`src/rtl/aes_pkg.sv`:
```
// Shared constants, FSM state type and GF(2^8) doubling for the AES-128 key schedule.
package aes_pkg;

    localparam int unsigned AES_NR    = 10;
    localparam int unsigned AES_KEY_W = 128;

    typedef enum logic [1:0] {
        IDLE,
        EMIT,
        FIN
    } ks_state_t;

    // Multiply by x in GF(2^8) modulo x^8 + x^4 + x^3 + x + 1.
    function automatic logic [7:0] xtime(input logic [7:0] b);
        return {b[6:0], 1'b0} ^ (b[7] ? 8'h1B : 8'h00);
    endfunction

endpackage

```
`src/rtl/aes_rcon_gen.sv`:
```
// Round-constant register: reloads to 01 on a new key, doubles in GF(2^8) per round advance.
module aes_rcon_gen
    import aes_pkg::*;
(
    input  logic       clk,
    input  logic       rst_n,
    input  logic       load_i,
    input  logic       adv_i,
    output logic [7:0] rcon_o
);

    logic [7:0] rcon_q;

    always_ff @(posedge clk) begin
        if (!rst_n) begin
            rcon_q <= 8'h01;
        end else if (load_i) begin
            rcon_q <= 8'h01;
        end else if (adv_i) begin
            rcon_q <= xtime(rcon_q);
        end
    end

    assign rcon_o = rcon_q;

endmodule

```
`src/rtl/aes_key_sched.sv`:
```
// Iterative AES-128 key expansion emitting round keys 0..NR over valid/ready.
// Optional key store with read port enabled by AES_KS_STORE_EN.
module aes_key_sched
    import aes_pkg::*;
#(
    parameter int unsigned NR    = AES_NR,
    parameter int unsigned KEY_W = AES_KEY_W
) (
    input  logic             clk,
    input  logic             rst_n,
    input  logic             start,
    input  logic [KEY_W-1:0] key_in,
    output logic [31:0]      sub_word_out,
    input  logic [31:0]      sub_word_in,
    output logic [KEY_W-1:0] rk,
    output logic [3:0]       rk_round,
    output logic             rk_valid,
    input  logic             rk_ready,
    output logic             busy,
    output logic             done
`ifdef AES_KS_STORE_EN
    ,
    input  logic [3:0]       rd_addr,
    output logic [KEY_W-1:0] rd_key,
    output logic             keys_stored
`endif
);

    localparam logic [3:0] LAST = 4'(NR);

    ks_state_t        state_q, state_d;
    logic [KEY_W-1:0] rk_q, rk_d;
    logic [3:0]       round_q, round_d;
    logic [7:0]       rcon;
    logic             hs, load, adv;
    logic [31:0]      w0, w1, w2, w3, n0, n1, n2, n3;

    assign hs   = (state_q == EMIT) && rk_ready;
    assign load = (state_q == IDLE) && start;
    assign adv  = hs && (round_q != LAST);

    aes_rcon_gen u_rcon (
        .clk    (clk),
        .rst_n  (rst_n),
        .load_i (load),
        .adv_i  (adv),
        .rcon_o (rcon)
    );

    assign w0 = rk_q[KEY_W-1 -: 32];
    assign w1 = rk_q[KEY_W-33 -: 32];
    assign w2 = rk_q[KEY_W-65 -: 32];
    assign w3 = rk_q[31:0];

    assign n0 = w0 ^ sub_word_in ^ {rcon, 24'h0};
    assign n1 = w1 ^ n0;
    assign n2 = w2 ^ n1;
    assign n3 = w3 ^ n2;

    always_comb begin
        state_d = state_q;
        rk_d    = rk_q;
        round_d = round_q;
        case (state_q)
            IDLE: begin
                if (start) begin
                    state_d = EMIT;
                    rk_d    = key_in;
                    round_d = '0;
                end
            end
            EMIT: begin
                if (rk_ready) begin
                    if (round_q == LAST) begin
                        state_d = FIN;
                    end else begin
                        rk_d    = {n0, n1, n2, n3};
                        round_d = round_q + 4'd1;
                    end
                end
            end
            FIN:     state_d = IDLE;
            default: state_d = IDLE;
        endcase
    end

    always_ff @(posedge clk) begin
        if (!rst_n) begin
            state_q <= IDLE;
            rk_q    <= '0;
            round_q <= '0;
        end else begin
            state_q <= state_d;
            rk_q    <= rk_d;
            round_q <= round_d;
        end
    end

    // Handshake outputs decode the state register only, so rk_ready never reaches rk_valid.
    assign sub_word_out = {w3[23:0], w3[31:24]};
    assign rk           = rk_q;
    assign rk_round     = round_q;
    assign rk_valid     = (state_q == EMIT);
    assign busy         = (state_q == EMIT);
    assign done         = (state_q == FIN);

`ifdef AES_KS_STORE_EN
    logic [KEY_W-1:0] mem_q [0:NR];
    logic [KEY_W-1:0] rd_key_q;
    logic             stored_q;

    // Contents survive reset so a decryptor can still read a completed schedule.
    always_ff @(posedge clk) begin
        if (hs) begin
            mem_q[round_q] <= rk_q;
        end
    end

    always_ff @(posedge clk) begin
        if (!rst_n) begin
            rd_key_q <= '0;
            stored_q <= 1'b0;
        end else begin
            rd_key_q <= (rd_addr <= LAST) ? mem_q[rd_addr] : '0;
            if (load) begin
                stored_q <= 1'b0;
            end else if (state_q == FIN) begin
                stored_q <= 1'b1;
            end
        end
    end

    assign rd_key      = rd_key_q;
    assign keys_stored = stored_q;
`endif

endmodule

```
`config.mk`:
```
export PLATFORM = sky130hd
export DESIGN_NAME = aes_key_sched
export DESIGN_NICKNAME = d
export VERILOG_FILES = /design/src/rtl/aes_pkg.sv /design/src/rtl/aes_rcon_gen.sv /design/src/rtl/aes_key_sched.sv
export SDC_FILE = /design/constraint.sdc
export NUM_CORES = 1
export LEC_CHECK = 0
export ABC_CLOCK_PERIOD_IN_PS = 2860
export CAP_MARGIN = 20
export CORE_AREA = 2 2 136 138
export CTS_BUF_LIST = sky130_fd_sc_hd__clkbuf_4
export CTS_CLUSTER_SIZE = 8
export DETAILED_ROUTE_END_ITERATION = 10
export DIE_AREA = 0 0 138 140
export PLACE_DENSITY = 0.94
export SETUP_SLACK_MARGIN = 0.02
export SLEW_MARGIN = 25
export SYNTH_ARGS = -nofsm -noshare
export SYNTH_HDL_FRONTEND = slang
export SYNTH_SLANG_ARGS = --single-unit
```
`constraint.sdc`:
```
create_clock -name clk -period 2.86 [get_ports clk]
set_input_delay 0.286 -clock clk [delete_from_list [all_inputs] [get_ports clk]]
set_output_delay 0.286 -clock clk [all_outputs]
set_load 0.05 [all_outputs]
```
==> key figures, run 1 <==
Setup path
  • Critical path data required time: 2.57 ns
  • Crit. End Element: output port
  • CP Launch Type: register
  • Slack of the worst reg-to-reg path: 0.58 ns
  • Reg2reg end: rk[19]$_SDFFE_PN0P_
  • R2R Path Start: rk_round[0]$_SDFFE_PN0P_
  • CP max FO: 41
  • Worst Reg-to-Reg Cells: 7
  • Critical path launch point: state_q[0]$_SDFFE_PN0P_
  • Arrival time at the worst endpoint: 2.31 ns
  • Crit Path Class: reg -> out

Cells and area
  • Final net count: 1424
  • Share of cells above drive strength 1: 6.142%
  • Area Growth Syn to Fin: 40.23%

Synthesis
  • Post-synth design cell area: 0.008553 mm^2
  • Syn_area_per_cell: 8.502 um^2
  • Asr flop ratio synth: 0%
  • Top FF cell, synth: dfxtp_1
  • Top-area cell type share of the netlist area: 33.24%
  • #FFs+latches synth: 142
  • Register area share after synthesis: 33.24%
  • Post-Syn Instances: 1006
  • Synthesized net count: 1172
  • Cell taking the most area after synthesis: dfxtp_1
  • Synth cell count leaders: 142 x dfxtp_1, 125 x nand2_1, 95 x a21oi_1
  • Ys Warns: 0
  • Synth cell types: 46
  • Top cells by area, synth: dfxtp_1 33%, xnor3_1 8.4%, o211ai_1 5.6%
  • EDFF count, synth: 0
  • Count leader, synth: dfxtp_1

Floorplanning
  • # rows: 49
  • Core Area: 0.01778 mm^2
  • Number of I/O pins: 331
  • Chip Width: 138 um
  • Chip Height: 140 um
  • Die area: 0.01932 mm^2
  • Starting Density: 48.11%

Pwr
  • Seq pwr share: 35.0%
  • Clk pwr share: 21.5%
  • PD cells: 570.6 mW/mm^2
  • Combinational group share of total power: 43.5%
  • Pleak: 4.218 nW
  • P_sw: 2.793 mW
  • Internal Power: 4.051 mW
  • Switch share: 40.81%
  • Worst vdd ir: 0.3744 mV

GRT
  • Global Route Usage Sum: 29.34%
  • Global-route wire length before repair: 45890 um
  • Aggregate global routing overflow: 0
  • Initial antenna violation count: 1
  • Largest net degree at the start of global routing: 67
  • Vias in the first global route: 8729

Clock tree
  • Clock Latency Late Sink: 0.56 ns
  • CTS clk-pin slew, worst paths: 0.13 ns
  • CTS root buf: clkbuf_4
  • PostCTS Resize Cnt: 0
  • H-tree depth: 4
  • CTS hold repair buffers: 0
  • CTS tree: done
  • # Post-CTS Setup Buffers: 0
  • TritonCTS buffer count: 17
  • Clock Path Buffers: 2
  • Clk sinks: 142

Drt
  • Final WL: 29540 um
  • Residual DRC count: 0
  • Drt first pass iters: 5
  • Drt wl/cell: 19.69 um
  • Number of vias in the routed layout: 9078
  • Vias/cell: 6.052
  • Initial drt markers: 677
  • Routed Antenna Nets: 0

STA
  • Tcrit/Tclk final: 90.85%
  • Worst slew pin tran: 0.6429 ns
  • Fin. max-slew vios: 0
  • Final setup TNS: 0 ns
  • FMAX: 384.9 MHz
  • Worst hold margin: 0.2704 ns
  • Crit path time final: 2.598 ns
  • Headroom to the max-slew limit: 56.98%
  • Final Hold Viols: 0
  • Setup repair after global routing missed its margin: no
  • Clock Skew: 0.02105 ns
  • Final setup violation count: 0

Job
  • Max Cap Violations: 0

Placement
  • Post-DP HPWL: 21140 um
  • Port bufs: 330
  • Placer Congestion: 0.8975

Worst hold path
  • Min-Delay Path Class: in -> reg
  • WHS Endpoint: rk[6]$_SDFFE_PN0P_
  • Hold Path Depth: 3
  • Hold_sp: key_in[6]

Run status
  • Status: complete, no violations
[final cells by class]
type                    instances  area [um^2]
multi-input cells             742         5010
inverters                       4        20.02
clock buffers                  19        142.6
diodes                          1        2.502
repair buffers                351         3518
well taps                     229        286.5
flip-flops and latches        142         2844
clock inverters                12        170.2
fillers                      1351         5786
[worst max path at each step]
stage                                endpoint  slack (ns)  cells after the start
final                                    done        0.26                      3
after global routing                     done        0.19                      3
after CTS                                done        0.24                      3
after detailed placement  rk[72]$_SDFFE_PN0P_        0.51                      6
after global placement    rk[95]$_SDFFE_PN0P_        0.59                      6
after floorplan           rk[91]$_SDFFE_PN0P_        0.76                      8
[cells in the final DEF, fill, tap and decap left out, types with 9 or more instances in the layout]
master,instances
xor2_1,32
o22ai_1,32
a21oi_1,95
and2_1,14
buf_4,18
o21a_1,26
nor2b_1,11
nor3b_1,14
nor4_1,24
nor2_1,38
mux2_2,10
o211ai_1,64
xnor3_1,32
a31oi_1,32
xnor2_1,19
dfxtp_1,141
or3_1,42
clkdlybuf4s50_1,328
nand3_1,9
clkbuf_4,19
o21ai_0,71
nand2_1,125
[power groups by stage]
| stage | Sequential, mW | Clock, mW | Combinational (mW) |
|---|---|---|---|
| global route | 2.43 | 1.57 | 3.13 |
| finish | 2.40 | 1.47 | 2.97 |
| detailed placement | 2.44 | 0 | 2.96 |
| CTS | 2.39 | 1.49 | 2.98 |
| global placement | 2.42 | 0 | 2.90 |
| floorplan | 3.04 | 0 | 1.36 |
[critical path, stage by stage, from the launching register on]
cell	delay, ns
dfxtp_2	0.42
buf_4	0.48
nor2b_1	0.10
clkdlybuf4s50_1	0.76
[stage by stage]
stage | instances | total power [mW] | util [%] | cell area, um^2 | setup WS [ns]
floorplan | 1006 | 4.400 | - | 8553 | 0.7582
global placement | 1468 | 5.328 | 65.69 | 11680 | 0.5944
detailed placement | 1468 | 5.402 | 65.69 | 11680 | 0.5097
CTS | 1499 | 6.858 | 67.45 | 11990 | 0.2417
global route | 1500 | 7.126 | 67.46 | 11990 | 0.1916
finish | 1500 | 6.843 | 67.46 | 11990 | 0.2616
[flip-flops by register name, indices dropped and copies added (netlist names)]
| signal | cells |
|---|---|
| rk | 128 |
| u_rcon.rcon_o | 8 |
| rk_round | 4 |
| state_q | 2 |
[cells by family after synthesis]
| logic type | count (synthesis) | synth area share, % |
|---|---|---|
| compound gates | 358 | 26.40 |
| simple gates | 289 | 16.71 |
| mux | 10 | 1.317 |
| fa+ha+maj | 2 | 0.2925 |
| flops | 142 | 33.24 |
| buf+inv | 122 | 8.397 |
| xor+xnor | 83 | 13.65 |
[per-layer routing]
metal | GRT usage (%) | up-vias | wire [um]
met4 | 17.19 | 0 | 1481
li1 | - | 4155 | -
met5 | 0 | - | 0
met2 | 51.56 | 542 | 14670
met3 | 7.556 | 88 | 2657
met1 | 32.07 | 4293 | 10730
Power figures use the tool's default switching activity.
==> run 2: changes to the inputs <==
--- a/config.mk
+++ b/config.mk
@@ -5,7 +5,6 @@
 export SDC_FILE = /design/constraint.sdc
 export NUM_CORES = 1
 export LEC_CHECK = 0
-export ABC_CLOCK_PERIOD_IN_PS = 2860
 export CAP_MARGIN = 20
 export CORE_AREA = 2 2 136 138
 export CTS_BUF_LIST = sky130_fd_sc_hd__clkbuf_4
==> results of run 2 <==
No change in the layout: final DEF, timing and power equal those of run 1.
